File: config.mk
export PLATFORM = sky130hd
export DESIGN_NAME = vexp_vec_seq
export DESIGN_NICKNAME = d
export VERILOG_FILES = /design/src/rtl/vexp_vec_seq.sv
export SDC_FILE = /design/constraint.sdc
export NUM_CORES = 2
export LEC_CHECK = 0
export ABC_AREA = 1
export CORE_AREA = 4 4 425 427
export DETAILED_ROUTE_END_ITERATION = 16
export DIE_AREA = 0 0 429 431
export GPL_TIMING_DRIVEN = 0
export SYNTH_ARGS = -nofsm -noshare
export SYNTH_HDL_FRONTEND = slang
export SYNTH_SLANG_ARGS = --single-unit
File: constraint.sdc
create_clock -name CLK -period 13.39 [get_ports CLK]
set_input_delay 3.3475 -clock CLK [delete_from_list [all_inputs] [get_ports CLK]]
set_output_delay 3.3475 -clock CLK [all_outputs]
set_load 0.01 [all_outputs]
File: src/rtl/vexp_vec_seq.sv
// Vector-to-scalar sequencer around the scalar exp unit: issues the unmasked
// elements one per cycle, gathers in-order results back into a vector.
module vexp_vec_seq #(
    parameter int NUM_ELEMS = 32,
    parameter int DW        = 16
) (
    input  logic                    CLK,
    input  logic                    RST,
    input  logic                    vec_valid_in,
    output logic                    vec_ready_out,
    input  logic [NUM_ELEMS*DW-1:0] vec_operand,
    input  logic [NUM_ELEMS-1:0]    vec_mask,
    output logic                    vec_valid_out,
    input  logic                    vec_ready_in,
    output logic [NUM_ELEMS*DW-1:0] vec_result,
    output logic [DW-1:0]           exu_operand,
    output logic                    exu_valid,
    input  logic                    exu_ready,
    input  logic [DW-1:0]           exu_result,
    input  logic                    exu_res_valid,
    output logic                    exu_res_ready
);

    localparam int PW = $clog2(NUM_ELEMS);

    typedef logic [PW:0] ptr_t;
    typedef enum logic [1:0] {IDLE, RUN, DONE} state_t;

    state_t state, state_nxt;

    logic [DW-1:0]        op_q  [NUM_ELEMS];
    logic [DW-1:0]        res_q [NUM_ELEMS];
    logic [DW-1:0]        in_op [NUM_ELEMS];
    logic [NUM_ELEMS-1:0] mask_q;
    ptr_t                 issue_ptr;
    ptr_t                 collect_ptr;
    ptr_t                 first_ptr;
    ptr_t                 issue_nxt;
    ptr_t                 collect_nxt;
    logic                 exu_valid_q;
    logic [DW-1:0]        exu_operand_q;
    logic                 accept;
    logic                 issue_fire;
    logic                 collect_fire;

    // Lowest set mask bit at or above 'from'; MSB (done bit) set when none.
    function automatic ptr_t next_set(
        input logic [NUM_ELEMS-1:0] m,
        input ptr_t                 from
    );
        ptr_t r;
        logic found;
        r     = ptr_t'(NUM_ELEMS);
        found = 1'b0;
        for (int i = 0; i < NUM_ELEMS; i++) begin
            if (!found && m[i] && (ptr_t'(i) >= from)) begin
                r     = ptr_t'(i);
                found = 1'b1;
            end
        end
        return r;
    endfunction

    always_comb begin
        for (int i = 0; i < NUM_ELEMS; i++) begin
            in_op[i]               = vec_operand[i*DW +: DW];
            vec_result[i*DW +: DW] = res_q[i];
        end
    end

    assign first_ptr   = next_set(vec_mask, '0);
    assign issue_nxt   = next_set(mask_q, issue_ptr + 1'b1);
    assign collect_nxt = next_set(mask_q, collect_ptr + 1'b1);

    assign accept       = vec_valid_in && vec_ready_out;
    assign issue_fire   = exu_valid_q && exu_ready;
    assign collect_fire = exu_res_valid && exu_res_ready;
    assign exu_valid    = exu_valid_q;
    assign exu_operand  = exu_operand_q;

    always_ff @(posedge CLK) begin
        if (RST) begin
            state <= IDLE;
        end else begin
            state <= state_nxt;
        end
    end

    always_comb begin
        state_nxt     = state;
        vec_ready_out = 1'b0;
        vec_valid_out = 1'b0;
        exu_res_ready = 1'b0;
        unique case (state)
            IDLE: begin
                vec_ready_out = 1'b1;
                if (vec_valid_in) begin
                    state_nxt = (vec_mask != '0) ? RUN : DONE;
                end
            end
            RUN: begin
                exu_res_ready = 1'b1;
                if (exu_res_valid && collect_nxt[PW]) begin
                    state_nxt = DONE;
                end
            end
            DONE: begin
                vec_valid_out = 1'b1;
                if (vec_ready_in) begin
                    state_nxt = IDLE;
                end
            end
            default: state_nxt = IDLE;
        endcase
    end

    // Issue and collect sides advance independently inside RUN.
    always_ff @(posedge CLK) begin
        if (RST) begin
            mask_q        <= '0;
            issue_ptr     <= '0;
            collect_ptr   <= '0;
            exu_valid_q   <= 1'b0;
            exu_operand_q <= '0;
            op_q          <= '{default: '0};
            res_q         <= '{default: '0};
        end else if (accept) begin
            op_q          <= in_op;
            mask_q        <= vec_mask;
            res_q         <= '{default: '0};
            issue_ptr     <= first_ptr;
            collect_ptr   <= first_ptr;
            exu_valid_q   <= !first_ptr[PW];
            exu_operand_q <= first_ptr[PW] ? '0 : in_op[first_ptr[PW-1:0]];
        end else begin
            if (issue_fire) begin
                issue_ptr     <= issue_nxt;
                exu_valid_q   <= !issue_nxt[PW];
                exu_operand_q <= issue_nxt[PW] ? '0 : op_q[issue_nxt[PW-1:0]];
            end
            if (collect_fire) begin
                res_q[collect_ptr[PW-1:0]] <= exu_result;
                collect_ptr                <= collect_nxt;
            end
        end
    end

endmodule

# [Yosys cells after proc, flatten, opt, wreduce, memory -nomap -nowiden]
# Cells that the tools add are included.
[word_totals] reg_bits=1087 latch_bits=0 ramBits=0 mem_bits_ro=0 in_bits=566 out_inout_bits=532 wordCells=627 mem_count=0
[classes] n_addsub=2 multipliers=0 div_mod_pow=0 magnitude_cmp=68 n_eq_ne=5 shifts=0 n_mux=216 n_bitwise=3 reduce_logical=263
[op_table] cell="$mux 6" count=100
[op_table] cell="$bwmux 512" count=1
[op_table] cell="$ge 5x6->1 const A" count=32
[op_table] cell="$logic_and 1x1->1" count=162
[op_table] cell="$bmux 16 s5" count=2
[op_table] cell="$mux 16" count=9
[op_table] cell="$mux 1" count=98
[op_table] cell="$ge 4x6->1 const A" count=16
[op_table] cell="$logic_not 1->1" count=95
[op_table] cell="$demux 16 s5" count=1
[op_table] cell="$ge 3x6->1 const A" count=8
[op_table] cell="$reduce_bool 32->1" count=1
[op_table] cell="$ge 1x6->1 const A" count=4
[op_table] cell="$ge 2x6->1 const A" count=4
[op_table] cell="$ge 6x6->1 const B" count=3
[op_table] cell="$not 5->6" count=3
[op_table] cell="$add 6x1->6 const B" count=2
[op_table] cell="$mux 2" count=4
[op_table] cell="$lt 6x1->1 const B" count=1
[op_table] cell="$ne 2x2->1 const B" count=3
[op_table] cell="$pmux 2 s3" count=1
[op_table] cell="$reduce_bool 2->1" count=2
[op_table] cell="$reduce_and 3->1" count=1
[op_table] cell="$eq 2x1->1 const B" count=1
[op_table] cell="3 further kinds" count=3

# [Logic depth before layout (Yosys ltp)]
[depth] ltp_word=135 ltp_mapped=40 ltp_nobuf=38

# [Least setup slack after synthesis]
# No wires, ideal clock.
[synth_timing] kind="input-to-reg" start="in vec_mask[0]" end="reg exu_operand_q[14], in the netlist exu_operand[14]" setup_time_ns=0.119 t_arrival_ns=6.659 required_time_ns=13.271 slack_ns=6.611 stages=34 n_path_buf=2 cell_sequence="nor2_1 -> inv_2 -> nor3_1 -> inv_2 -> nor3_2 -> nand2_1 -> nor2_1 -> nand2_1 -> inv_2 -> nand4_2 -> nor4_2 -> nand2_1 -> nor2_2 -> nand2_2 -> nor3_2 -> nand3_1 -> nor3_2 -> nand2_1 -> nand2_1 -> inv_2 -> nand3_4 -> inv_2 -> buf_6 -> buf_2 -> o21bai_1 -> o21ai_0 -> o211ai_1 -> o21ai_0 -> nand2_1 -> o21ai_0 -> nand2_1 -> nand2_1 -> inv_1 -> a21oi_1"
[synth_via] elab_chain_len=100 elab_cells_between_ends=131 cone_classes="mux (68); bitwise (1); reduce/logical (62)"
[synth_rtl] item="start: declaration" line_no="12" text="input logic [NUM_ELEMS-1:0] vec_mask,"
[synth_rtl] item="$mux 1" line_no="56" text="if (!found && m[i] && (ptr_t'(i) >= from)) begin"
[synth_rtl] item="$logic_not 1->1" line_no="56"
[synth_rtl] item="$logic_and 1x1->1" line_no="56"
[synth_rtl] item="$mux 1" line_no="56"
[synth_rtl] item="$logic_not 1->1" line_no="56"
[synth_rtl] item="$logic_and 1x1->1" line_no="56"
[synth_rtl] item="$mux 1" line_no="56"
[synth_rtl] item="$logic_not 1->1" line_no="56"
[synth_rtl] item="[83 not listed]"
[synth_rtl] item="$logic_not 1->1" line_no="56"
[synth_rtl] item="$logic_and 1x1->1" line_no="56"
[synth_rtl] item="$mux 6 (*)" line_no="56"
[synth_rtl] item="$not 5->6 (implied by the code)" line_no="134" text="exu_operand_q <= first_ptr[PW] ? '0 : in_op[first_ptr[PW-1:0]];"
[synth_rtl] item="$bmux 16 s5" line_no="134"
[synth_rtl] item="$mux 16 (implied by the code) (2 in a row)" line_no="134"
[synth_rtl] item="$mux 16 (*)" line_no="134"
[synth_rtl] item="$mux 16 (*)" line_no="127" text="end else if (accept) begin"
[synth_rtl] item="end signal: assignment" line_no="134"
[synth_rtl] item="end signal: assignment" line_no="139" text="exu_operand_q <= issue_nxt[PW] ? '0 : op_q[issue_nxt[PW-1:0]];"
[synth_rtl] item="end: declaration" line_no="41" text="logic [DW-1:0] exu_operand_q;"
# Every way passes the cells marked *; elsewhere a longest branch is shown, timed or not. The select of a mux whose other input is x is not followed.
# A chain may end at the register's enable or synchronous reset.

# [Worst setup path after layout]
[layout_timing] start="in vec_mask[0]" end="reg exu_operand_q[10], in the netlist exu_operand[10]"
# The elaborated chain is that of the path after synthesis.

==> impl_metrics.tcl <==
set metrics [dict create \
    sequential_to_total_area_share_from_yosys_stat 0.4301 \
    placement.setup.worst_slack_ps 3836 \
    post_cts.resized_instances 0 \
    place.port_buffers 1096 \
    r2r_start "issue_ptr[1]$_SDFFE_PP0P_" \
    stdcell_area_sq_um 69190 \
    worstPathRequired_ps 14080 \
    slew_violations 11 \
    grt_max_degree 17 \
    area.growth.synth_to_final_pct 36.77 \
    worst_r2r_path_depth 32 \
    coreArea_sq_um 176100 \
    path_class "in -> reg" \
    vias 63865 \
    fmax_ghz 0.1082 \
    setup_viol_count_final 0 \
    syn_inst 7581 \
    yosys_warnings 0 \
    die_w_um 429 \
    detailedRoute.firstIterationViolations 10282 \
    crit_top_cell "sky130_fd_sc_hd__nand2_1" \
    syn-num-nets 8156 \
    worst_setup_hold_path_clk_slew_ps 60 \
    syn_area_sq_um 50590 \
    timing.final.ws_setup_ps 4149 \
    vdd_ir_drop_max_mv 0.1210 \
    num_rows 154 \
    root_buffer "sky130_fd_sc_hd__clkbuf_16" \
    postCtsHoldBufs 0 \
    critical_path.startpoint "vec_mask[0]" \
    pwr_density_cell_nw_per_um2 169.9 \
    highest_cell_delay_on_the_worst_timing_path_ps 600 \
    drcViolationCount 0 \
    critPathLaunchType "input pin" \
    postLayoutCoreUtil 0.3929 \
    synth_flop_cell "sky130_fd_sc_hd__dfxtp_1" \
    crit_path_max_fanout 10 \
    setup_tns_ps 0 \
    cts_buffers 132 \
    critPathArrivalTime_ps 9940 \
    post-layout-total-power_mw 11.76 \
    post_route_cells_drive_above_1_share 0.04731 \
    crit-reg2reg-capture "exu_operand[2]$_SDFFE_PP0P_" \
    run_status "finished with violations" \
    die_y_um 431 \
    min_period_ps 9241 \
    worst_path_dominant_cell_family "simple AND/OR/NAND/NOR gates" \
    timing.reg2reg.setup_slack_ps 6370 \
    cts_tree "yes" \
    timing.max_cap.violations 1 \
    failing_checks "capacitance limit, slew limit" \
    antenna_violating_nets_post_route 0 \
    grt.total_usage 0.3711 \
    synth.ff_latch_count 1087 \
    floorplan.initialDensity 0.2873 \
    vias_per_cell 5.649 \
    netlist-cell-type-count 52 \
    cell_area_after_placement_sq_um 64530 \
    hold_violations 0 \
    worstMarginPinSlew_ps 1621 \
    hold_class "reg -> reg" \
    grt_antenna_before_repair 86 \
    grt_pass1_wl_um 477900 \
    nNetsFinal 9388 \
    globalplace.congestion 1.118 \
    post-cts-setup-buffers 0 \
    cts_max_level 4 \
    fp.dieArea_sq_um 184900 \
    clock_insertion_delay_worst_skew_ps 830 \
    period_share 0.6902 \
    synth_edf_count 0 \
    grt_setup_unrepaired "false" \
    critPathSlowestCell "sky130_fd_sc_hd__buf_2" \
    boundary_pin_count 1098 \
    post_synth.cell_area_avg_sq_um 6.673 \
    pre_repair_dr_iteration_count 7 \
    setup.worst_path.end "exu_operand[10]$_SDFFE_PP0P_" \
    end_kind "flop" \
    post_drt_wl_per_cell_um 32.11 \
    cellLeakagePower_nw 25.73 \
    post_route_skew_ps 46.21 \
    final_routed_wirelength_um 363100 \
    cp_num_buf_inv 9 \
    cts.sink_count 1087 \
    cts_max_path_buffers 3 \
    grt_pass1_vias 57753 \
    worstHoldStart "vec_result[89]$_SDFFE_PP0P_" \
    worstSetupPathDepth 33 \
    async_flop_share 0 \
    worst_max_slew_margin_expressed_relative_to_the_limit -0.08084 \
    hpwl_um 293500 \
    grt-ovfl-total 0 \
]
[per-layer routing]
metal / vias to the layer above / GRT usage / wire, um
met5: - / 0 / 97
met4: 10 / 0.2788 / 32050
met3: 974 / 0.1229 / 45460
met2: 4672 / 0.5158 / 144800
met1: 30730 / 0.4739 / 140600
li1: 27479 / - / -
[worst min path at each step]
stage               cells past startpoint                           end
floorplan                               2        op_q[238]$_SDFFE_PP0P_
finish                                  2   vec_result[89]$_SDFFE_PP0P_
CTS                                     2        op_q[302]$_SDFFE_PP0P_
global route                            2  vec_result[191]$_SDFFE_PP0P_
detailed placement                      2        op_q[302]$_SDFFE_PP0P_
global placement                        2        op_q[222]$_SDFFE_PP0P_
[sequential cells by signal, summed over array words and instances, names as in the netlist]
name / count
collect_ptr: 6
exu_operand: 16
exu_valid: 1
issue_ptr: 6
mask_q: 32
op_q: 512
state: 2
vec_result: 512
[cells in the mapped netlist (6+ instances only)]
master	instances	area, sq um
sky130_fd_sc_hd__nor2_2	10	62.56
sky130_fd_sc_hd__buf_2	103	515.5
sky130_fd_sc_hd__clkbuf_1	434	1629
sky130_fd_sc_hd__buf_4	23	172.7
sky130_fd_sc_hd__inv_2	13	48.80
sky130_fd_sc_hd__o21ai_0	689	3448
sky130_fd_sc_hd__nor3_1	140	700.7
sky130_fd_sc_hd__o21ai_1	20	100.1
sky130_fd_sc_hd__nand3_1	1110	5555
sky130_fd_sc_hd__o21bai_1	6	45.04
sky130_fd_sc_hd__a21oi_1	618	3093
sky130_fd_sc_hd__ha_1	9	112.6
sky130_fd_sc_hd__inv_1	370	1389
sky130_fd_sc_hd__nand4_1	25	156.4
sky130_fd_sc_hd__buf_6	14	157.7
sky130_fd_sc_hd__buf_1	25	93.84
sky130_fd_sc_hd__o22ai_1	8	50.05
sky130_fd_sc_hd__a211oi_1	8	60.06
sky130_fd_sc_hd__clkinv_1	11	41.29
sky130_fd_sc_hd__nor2_1	1119	4200
sky130_fd_sc_hd__nand3b_1	7	52.55
sky130_fd_sc_hd__nand2_1	1597	5995
sky130_fd_sc_hd__o211ai_1	75	563.0
sky130_fd_sc_hd__dfxtp_1	1087	21760
[power breakdown]
part	switching, mW	internal, mW
Combinational	3.33	1.04
Clock	1.63	2.19
Sequential	0.155	3.41
[cell type report]
cell class | instances | area [sq um]
inverter | 394 | 1479
antenna | 46 | 115.1
sequential | 1087 | 21760
buffer | 599 | 2569
timing repair buffer | 1098 | 11000
tap | 2340 | 2928
fill | 18895 | 106900
clock buffer | 178 | 3800
clock inverter | 63 | 753.2
multi-input combinational | 5501 | 24790
[layout by cell type (no fill, tap or decap), types with 4 or more instances in the layout]
cell / netlist / routed
sky130_fd_sc_hd__clkbuf_1: 434 / 451
sky130_fd_sc_hd__buf_1: 25 / 25
sky130_fd_sc_hd__nor2_4: 4 / 4
sky130_fd_sc_hd__nand3b_1: 7 / 7
sky130_fd_sc_hd__o211ai_1: 75 / 75
sky130_fd_sc_hd__dfxtp_1: 1087 / 1087
sky130_fd_sc_hd__clkinv_1: 11 / 11
sky130_fd_sc_hd__buf_2: 103 / 103
sky130_fd_sc_hd__nor2_1: 1119 / 1118
sky130_fd_sc_hd__inv_2: 13 / 13
sky130_fd_sc_hd__clkbuf_8: 0 / 26
sky130_fd_sc_hd__clkdlybuf4s50_1: 0 / 1096
sky130_fd_sc_hd__nor2_2: 10 / 11
sky130_fd_sc_hd__bufinv_16: 0 / 9
sky130_fd_sc_hd__nor3_1: 140 / 140
sky130_fd_sc_hd__nand2_1: 1597 / 1597
sky130_fd_sc_hd__clkbuf_16: 0 / 135
sky130_fd_sc_hd__nand4_2: 5 / 5
sky130_fd_sc_hd__clkinvlp_4: 0 / 7
sky130_fd_sc_hd__clkinv_4: 0 / 4
sky130_fd_sc_hd__ha_1: 9 / 9
sky130_fd_sc_hd__buf_6: 14 / 15
sky130_fd_sc_hd__inv_1: 370 / 370
sky130_fd_sc_hd__a211oi_1: 8 / 8
sky130_fd_sc_hd__clkinv_2: 0 / 28
sky130_fd_sc_hd__a21oi_1: 618 / 618
sky130_fd_sc_hd__o2111ai_1: 5 / 5
sky130_fd_sc_hd__o21ai_1: 20 / 20
sky130_fd_sc_hd__clkinv_8: 0 / 5
sky130_fd_sc_hd__diode_2: 0 / 46
sky130_fd_sc_hd__o22ai_1: 8 / 8
sky130_fd_sc_hd__nand3_1: 1110 / 1110
sky130_fd_sc_hd__o21ai_0: 689 / 689
sky130_fd_sc_hd__inv_6: 0 / 5
sky130_fd_sc_hd__nor3_2: 4 / 4
sky130_fd_sc_hd__nand4_1: 25 / 25
sky130_fd_sc_hd__nor4_1: 5 / 5
sky130_fd_sc_hd__buf_4: 23 / 23
sky130_fd_sc_hd__o21bai_1: 6 / 6
sky130_fd_sc_hd__nand2_2: 4 / 4
[worst min-delay path, delay by kind of cell, from the launching register on]
kind	cells	cell delay [ps]
compound gates	1	50
flops	1	300
simple gates	1	60
[logic make-up (layout without fill, tap and decap cells)]
family	Yosys count	after routing	share of synthesized area
adders and majority gates	9	9	0.002226
and+or+nand+nor	4044	4044	0.3376
xor gates and xnor gates	1	1	0.0005442
DFF	1087	1087	0.4301
buffers and inverters	993	2332	0.08001
AOI/OAI and AO/OA	1447	1447	0.1494
other	0	46	0
[per-stage QoR]
stage,hold WS [ps],instances
floorplan,429.7,7581
global placement,440.9,11017
detailed placement,448.9,11019
CTS,458.9,11260
global route,474.1,11301
finish,459.6,11306
Power figures use the tool's default switching activity.
